==> config.mk <==
export PLATFORM = sky130hd
export DESIGN_NAME = pic_interrupt_controller
export DESIGN_NICKNAME = d
export VERILOG_FILES = /design/src/rtl/pic_core_pkg.sv /design/src/rtl/intc_flag_bank.sv /design/src/rtl/pic_interrupt_controller.sv
export SDC_FILE = /design/constraint.sdc
export NUM_CORES = 1
export LEC_CHECK = 0
export CORE_ASPECT_RATIO = 0.5
export CORE_MARGIN = 2
export CORE_UTILIZATION = 45
export CTS_CLUSTER_DIAMETER = 50
export DETAILED_ROUTE_END_ITERATION = 10
export HOLD_SLACK_MARGIN = 0.08
export PLACE_DENSITY = 0.84
export SLEW_MARGIN = 40
export SYNTH_ARGS = -nofsm -noshare
export SYNTH_HDL_FRONTEND = slang
export SYNTH_SLANG_ARGS = --single-unit
==> constraint.sdc <==
create_clock -name clk -period 3.5 [get_ports clk]
set_input_delay 0.7 -clock clk [delete_from_list [all_inputs] [get_ports clk]]
set_output_delay 0.7 -clock clk [all_outputs]
set_load 0.01 [all_outputs]
==> src/rtl/pic_core_pkg.sv <==
// pic_core_pkg: INTCON bit positions, interrupt FSM encoding and reg_idx bases
// shared by the PIC interrupt controller and its flag banks.
package pic_core_pkg;
    localparam int GIE_BIT  = 7;
    localparam int PEIE_BIT = 6;
    localparam int T0IE_BIT = 5;
    localparam int INTE_BIT = 4;
    localparam int RBIE_BIT = 3;
    localparam int T0IF_BIT = 2;
    localparam int INTF_BIT = 1;
    localparam int RBIF_BIT = 0;

    localparam int IDX_INTCON   = 0;
    localparam int IDX_PIR_BASE = 1;

    typedef enum logic [1:0] {
        ST_IDLE     = 2'd0,
        ST_WAIT_BND = 2'd1,
        ST_REQ      = 2'd2
    } state_t;
endpackage

==> src/rtl/intc_flag_bank.sv <==
// intc_flag_bank: one 8-bit interrupt flag register; a set strobe beats a
// same-cycle software write so no peripheral event is ever lost.
module intc_flag_bank (
    input  logic       clk,
    input  logic       rst,
    input  logic       i_wr_en,
    input  logic [7:0] i_wr_data,
    input  logic [7:0] i_set,
    output logic [7:0] o_flags
);
    logic [7:0] r_flags;

    always_ff @(posedge clk) begin
        if (rst) r_flags <= '0;
        else     r_flags <= (i_wr_en ? i_wr_data : r_flags) | i_set;
    end

    assign o_flags = r_flags;
endmodule

==> src/rtl/pic_interrupt_controller.sv <==
// pic_interrupt_controller: PIC-style INTCON/PIR/PIE registers and vector request FSM.
// Define INTC_SRC_CAPTURE_EN to add the irq_src capture of the winning source.
module pic_interrupt_controller
    import pic_core_pkg::*;
#(
    parameter int NUM_PIR_BANKS = 2,
    parameter int IDX_W         = 3
) (
    input  logic                       clk,
    input  logic                       rst,
    input  logic                       instr_boundary,
    input  logic                       reg_wr_en,
    input  logic [IDX_W-1:0]           reg_idx,
    input  logic [7:0]                 reg_wr_data,
    input  logic [8*NUM_PIR_BANKS-1:0] periph_strobes,
    input  logic                       tmr0if_set_en,
    input  logic                       intf_set_en,
    input  logic                       rbif_set_en,
    input  logic                       retfie,
    input  logic                       irq_ack,
    output logic [7:0]                 intcon_out,
    output logic [8*NUM_PIR_BANKS-1:0] pir_out,
    output logic [8*NUM_PIR_BANKS-1:0] pie_out,
    output logic                       interrupt_wake_up,
`ifdef INTC_SRC_CAPTURE_EN
    output logic [4:0]                 irq_src,
`endif
    output logic                       irq_req
);
    localparam int N    = NUM_PIR_BANKS;
    localparam int NSRC = 3 + 8 * N;

    logic [7:0]      r_intcon;
    logic [8*N-1:0]  r_pie;
    state_t          r_state;
    logic            r_irq_req;
    logic [7:0]      w_intcon_nxt;
    logic [8*N-1:0]  w_pir;
    logic [2:0]      w_core_pend;
    logic [8*N-1:0]  w_periph_pend;
    logic            w_wr_intcon;
    logic            w_ack;
    logic            w_gie;
    logic            w_wake;

    assign w_wr_intcon   = reg_wr_en && reg_idx == IDX_W'(IDX_INTCON);
    assign w_ack         = r_state == ST_REQ && irq_ack;
    assign w_gie         = r_intcon[GIE_BIT];
    assign w_core_pend   = {r_intcon[RBIE_BIT] & r_intcon[RBIF_BIT],
                            r_intcon[INTE_BIT] & r_intcon[INTF_BIT],
                            r_intcon[T0IE_BIT] & r_intcon[T0IF_BIT]};
    assign w_periph_pend = w_pir & r_pie & {(8*N){r_intcon[PEIE_BIT]}};
    assign w_wake        = |w_core_pend || |w_periph_pend;

    genvar k;
    generate
        for (k = 0; k < N; k++) begin : g_bank
            intc_flag_bank u_bank (
                .clk       (clk),
                .rst       (rst),
                .i_wr_en   (reg_wr_en && reg_idx == IDX_W'(IDX_PIR_BASE + k)),
                .i_wr_data (reg_wr_data),
                .i_set     (periph_strobes[8*k +: 8]),
                .o_flags   (w_pir[8*k +: 8])
            );
        end
    endgenerate

    // retfie owns GIE over both a software write and a same-cycle vector accept
    always_comb begin
        w_intcon_nxt           = w_wr_intcon ? reg_wr_data : r_intcon;
        w_intcon_nxt[T0IF_BIT] = w_intcon_nxt[T0IF_BIT] | tmr0if_set_en;
        w_intcon_nxt[INTF_BIT] = w_intcon_nxt[INTF_BIT] | intf_set_en;
        w_intcon_nxt[RBIF_BIT] = w_intcon_nxt[RBIF_BIT] | rbif_set_en;
        w_intcon_nxt[GIE_BIT]  = retfie | (w_intcon_nxt[GIE_BIT] & ~w_ack);
    end

    always_ff @(posedge clk) begin
        if (rst) r_intcon <= '0;
        else     r_intcon <= w_intcon_nxt;
    end

    always_ff @(posedge clk) begin
        if (rst) r_pie <= '0;
        else
            for (int i = 0; i < N; i++)
                if (reg_wr_en && reg_idx == IDX_W'(IDX_PIR_BASE + N + i))
                    r_pie[8*i +: 8] <= reg_wr_data;
    end

`ifdef INTC_SRC_CAPTURE_EN
    logic [NSRC-1:0] w_pend;
    logic [4:0]      w_src;
    logic [4:0]      r_irq_src;

    assign w_pend = {w_periph_pend, w_core_pend};

    always_comb begin
        w_src = '0;
        for (int i = NSRC - 1; i >= 0; i--)
            if (w_pend[i]) w_src = 5'(i);
    end

    assign irq_src = r_irq_src;
`endif

    always_ff @(posedge clk) begin
        if (rst) begin
            r_state   <= ST_IDLE;
            r_irq_req <= 1'b0;
`ifdef INTC_SRC_CAPTURE_EN
            r_irq_src <= '0;
`endif
        end else begin
            case (r_state)
                ST_IDLE:
                    if (w_wake && w_gie) r_state <= ST_WAIT_BND;
                ST_WAIT_BND:
                    if (!w_gie || !w_wake) r_state <= ST_IDLE;
                    else if (instr_boundary) begin
                        r_state   <= ST_REQ;
                        r_irq_req <= 1'b1;
`ifdef INTC_SRC_CAPTURE_EN
                        r_irq_src <= w_src;
`endif
                    end
                ST_REQ:
                    if (irq_ack) begin
                        r_state   <= ST_IDLE;
                        r_irq_req <= 1'b0;
                    end
                default: r_state <= ST_IDLE;
            endcase
        end
    end

    assign intcon_out        = r_intcon;
    assign pir_out           = w_pir;
    assign pie_out           = r_pie;
    assign interrupt_wake_up = w_wake;
    assign irq_req           = r_irq_req;
endmodule
; Word-level counts from Yosys, hierarchy flattened
; Cells that the tools add are included.
[word_totals]
reg_bits = 43
in_bits = 36
[classes]
n_eq_ne = 11
mux = 12
bitwise = 13
reduce_logical = 18
[op_table]
columns = operator, count
row1 = bitwise AND 16 bit, 2
row2 = 2-to-1 mux 8 bit, 3
row3 = bitwise OR 8 bit, 2
row4 = OR reduction 16 bit, 1
row5 = 2-to-1 mux 2 bit, 4
row6 = inequality test 2 bit (second input constant), 4
row7 = logical AND 1 bit, 7
row8 = equality test 3 x 2 -> 1 bit (second input constant), 2
row9 = case mux 2 bit (3 select lines), 1
row10 = bitwise AND 1 bit, 4
row11 = bitwise OR 1 bit, 4
row12 = AND reduction 4 bit, 1
row13 = equality test 3 x 1 -> 1 bit (second input constant), 1
row14 = equality test 3 bit (second input constant), 1
row15 = logical NOT 3 bit, 1
row16 = 2-to-1 mux 1 bit, 3
row17 = inequality test 3 bit (second input constant), 1
row18 = AND reduction 3 bit, 1
row19 = OR reduction 3 bit, 1
row20 = equality test 2 x 1 -> 1 bit (second input constant), 1
row21 = equality test 2 bit (second input constant), 1
row22 = logical NOT 1 bit, 2
row23 = logical NOT 2 bit, 1
row24 = logical OR 1 bit, 2
row25 = 3 further kinds, 3

; Logic depth before layout (Yosys ltp)
[depth]
ltp_word = 8
depth_mapped = 7
depth_no_buf = 5

; Hierarchy
; Synthesis repeated with hierarchy kept, for this count alone.
[unflattened]
hier_cells = 214
area_unflattened_um2 = 1805.5
[modules_own_cells]
columns = module, instances, cells_each, area_per_inst_um2, seq_area_each_um2
row1 = pic_interrupt_controller, 1, 146, 1154.9, 540.5
row2 = intc_flag_bank, 2, 34, 325.3, 160.2

; Least setup slack after synthesis
; Ideal clock, no wire load.
[synth_timing]
path_kind = reg-to-output
from = reg g_bank[0].u_bank.r_flags[4]
to = out interrupt_wake_up
arrival_time_ps = 1139
path_slack_ps = 1661
stages_incl_launch_ff = 6
n_path_buf = 0
path_cell_list = dfxtp_1 a22o_1 a221oi_2 nand4_1 a21boi_2 inv_1
[synth_via]
elab_chain_len = 4
[synth_rtl]
columns = item, line
row1 = "start, declared", intc_flag_bank.sv:11  ; logic [7:0] r_flags;
row2 = "start signal, assigned", intc_flag_bank.sv:15  ; else r_flags <= (i_wr_en ? i_wr_data : r_flags) | i_set;
row3 = bitwise AND 16 bit (2 in series), pic_interrupt_controller.sv:52  ; assign w_periph_pend = w_pir & r_pie & {(8*N){r_intcon[PEIE_BIT]}};
row4 = OR reduction 16 bit, pic_interrupt_controller.sv:53  ; assign w_wake = |w_core_pend || |w_periph_pend;
row5 = logical OR 1 bit, pic_interrupt_controller.sv:53
row6 = "end, declared", pic_interrupt_controller.sv:24  ; output logic interrupt_wake_up,
; Every way passes these cells.

; Worst setup path after layout
; Same ends and word-level chain as after synthesis.

==> impl_metrics.ini <==
[clock_tree]
cts.hold.buffers_added = 0
cts_inserted_buffers = 5
cts_setup_buffers = 0
cts_sinks = 43
clockRootBuffer = sky130_fd_sc_hd__clkbuf_8
htreeDepth = 2
clock_latency_reported_for_the_late_side_of_the_worst_skew_pair_ns = 0.30
cts_max_path_buffers = 2
tritoncts = yes
ctsResizeCount = 0
cts.reportedPaths.clkPinSlew_ns = 0.08

[grt]
globalRouteMet2Util = 0.376
initial_antenna_violation_count = 0
global_route_wire_length_before_repair_mm = 8.52
met1_usage = 0.322
maximum_number_of_pins_on_one_net_before_global_route_repair = 42
global_route.usage.met3 = 0.0495
track_usage = 0.239
overflow = 0
grt.busiest_layer = met2
first_global_vias = 1750

[sta]
max_clock_freq_mhz = 365
timing.final.crit_period_ns = 2.74
slew_at_the_pin_with_the_worst_max_slew_slack_ns = 0.427
finalMaxSlewViolations = 0
setup_total_negative_slack_ns = 0
max-slew-margin-rel = 0.715
grt_setup_unrepaired = false
finalHoldViolations = 0
fin_crit_sh = 0.782
timing.clock.skew_ns = 0.00621
finalSetupViolCount = 0

[logic_synthesis]
number_of_flops_mapped_to_enable_cells_by_yosys = 0
synth.yosys.warnings = 0
yosys_most_used_dff = sky130_fd_sc_hd__dfxtp_1
area_of_the_mapped_netlist_sq_um = 1830
synth_top_area_frac = 0.472
syn_inst = 228
post_synth_num_cell_types = 29
ys_async_sr_fraction = 0
postSynthNetCount = 264
ys_seq_elements = 43
synth.yosys.seq_area_share = 0.472
synth_area_leader_cell = sky130_fd_sc_hd__dfxtp_1
synthTopCellsByArea = sky130_fd_sc_hd__dfxtp_1 (47%), sky130_fd_sc_hd__nand2_1 (16%), sky130_fd_sc_hd__a31oi_1 (6.5%)
avgSynthCellArea_sq_um = 8.01

[layout]
synthToLayoutAreaGrowth_pct = 47.6
final_common_cell = sky130_fd_sc_hd__nand2_1
layout_common_cells = sky130_fd_sc_hd__nand2_1 (80), sky130_fd_sc_hd__clkdlybuf4s50_1 (77), sky130_fd_sc_hd__dfxtp_1 (43), sky130_fd_sc_hd__inv_1 (20), sky130_fd_sc_hd__a21oi_1 (20)
n_antenna_cell = 0
layout-drive-gt1-share = 0.0695
post_layout_net_count = 338
filler_cell_count = 326

[setup_path]
crit_family = compound AO/OA/AOI/OAI gates
setup_slack_of_the_most_critical_reg_to_reg_path_ns = 2.08
worst-endpoint-arrival_ns = 2.04
cpMaxStageDelayCell = sky130_fd_sc_hd__clkdlybuf4s50_1
worst_ep_required_time_ns = 2.80
path_cells = a22o_1, a221oi_2, nand4_1, a21boi_2, inv_1, clkdlybuf4s50_1
critical_path_peak_fanout = 4
timing.critical_path.from_type = register
critical_path.n_buffers_inverters = 2
critPathKind = reg2out
timing.critical_path.to_type = output port
worst_path_largest_cell_delay_ns = 0.47

[pwr]
p_int_uw = 760
comb_power_share = 0.163
share_seq_of_total_power = 0.521
clock_power_share = 0.316
total_power_uw = 1020
power_density_nw_per_um2 = 378
power_leakage_uw = 0.00105
swShare = 0.255
power.ir.vdd_worst_uv = 179
p_sw_uw = 260

[die]
io-pin-count = 78
effective_utilization_at_floorplan = 0.468
floorplan_core_area_sq_um = 3900
die-height_um = 49.0
die_area_sq_um = 4610
cell_rows = 16
fp.dieW_um = 94.1

[drt]
drt-wirelength-per-cell_um = 15.4
drt_iter0_markers = 144
detail_route.drc_violations = 0
drt_wl_total_mm = 5.47
via_count = 1927
detail_route.first_pass.iterations = 4
post_drt_via_cell_ratio = 5.41
route.antenna.remaining_nets = 0

[place]
routabilityCongestion = 0.855
hpwl_mm = 3.97
port-buffer-count = 77

[worst_hold_path]
min_path_type = reg2reg

[job]
drv_cap = 0

[outcome]
outcome = finished clean
[power groups by stage]
stage	clock network (uW)	logic, uW	registers [uW]
after floorplan	0	52.9	549
after global placement	0	162	541
after detailed placement	0	165	542
after CTS	324	167	531
after global routing	345	179	534
final	322	167	531
[cell families (layout without fill, tap and decap cells)]
logic type	Yosys count	count (layout)	share of synthesized area
buf+inv	31	105	0.0761
flops	43	43	0.472
compound gates	52	52	0.194
mux	1	1	0.00822
simple gates	101	101	0.250
[final timing paths]
path	from	end	cells past startpoint
setup / recovery	g_bank[0].u_bank.o_flags[4]$_SDFF_PP0_	interrupt_wake_up	6
hold / removal	pie_out[15]$_SDFFE_PP0P_	pie_out[15]$_SDFFE_PP0P_	2
setup reg to reg	g_bank[0].u_bank.o_flags[4]$_SDFF_PP0_	irq_req$_SDFFE_PP0P_	5
hold reg to reg	pie_out[15]$_SDFFE_PP0P_	pie_out[15]$_SDFFE_PP0P_	2
[per-layer routing]
metal,vias up,routed length (um)
met2,79,2680
met1,933,2360
met3,7,360
li1,908,-
met5,-,0
met4,0,66
[synthesized netlist by cell type (all sizes together), types with 2 or more instances]
library cell and instances:
nand3b 3, nand3 3, dfxtp 43, buf 6, and3 2, nand2 82
a21oi 21, a22o 4, nor2 4, o21ai 2, clkbuf 5, inv 20
a31oi 19, a221oi 4
[tightest hold or removal path: stages, from the launching register on]
cell	delay (ns)
sky130_fd_sc_hd__dfxtp_1	0.32
sky130_fd_sc_hd__nand2_1	0.06
sky130_fd_sc_hd__a21oi_1	0.05
[layout make-up]
class                   count  area (sq um)  area share
flip-flops and latches     43           861       0.319
inverters                  20          75.1      0.0279
well taps                  54          67.6      0.0251
multi-input cells         154           826       0.306
clock buffers               6          82.6      0.0306
repair buffers             78           778       0.289
clock inverters             1          5.00     0.00186
[stage by stage]
step	util	hold WS [ns]	instance area, sq um	instances	worst slack (ns)
3_3_place_gp	0.668	0.457	2610	349	1.05
2_1_floorplan	-	0.480	1830	228	1.66
5_1_grt	0.690	0.498	2700	356	0.662
6_report	0.690	0.479	2700	356	0.762
3_5_place_dp	0.668	0.466	2610	349	1.05
4_1_cts	0.690	0.476	2700	356	0.756
[flip-flops by register name, indices dropped and copies added, names as in the netlist]
signal	cells
pie_out	16
intcon_out	8
g_bank.u_bank.o_flags	16
r_state	2
irq_req	1
(Power assumes the default switching activity.)
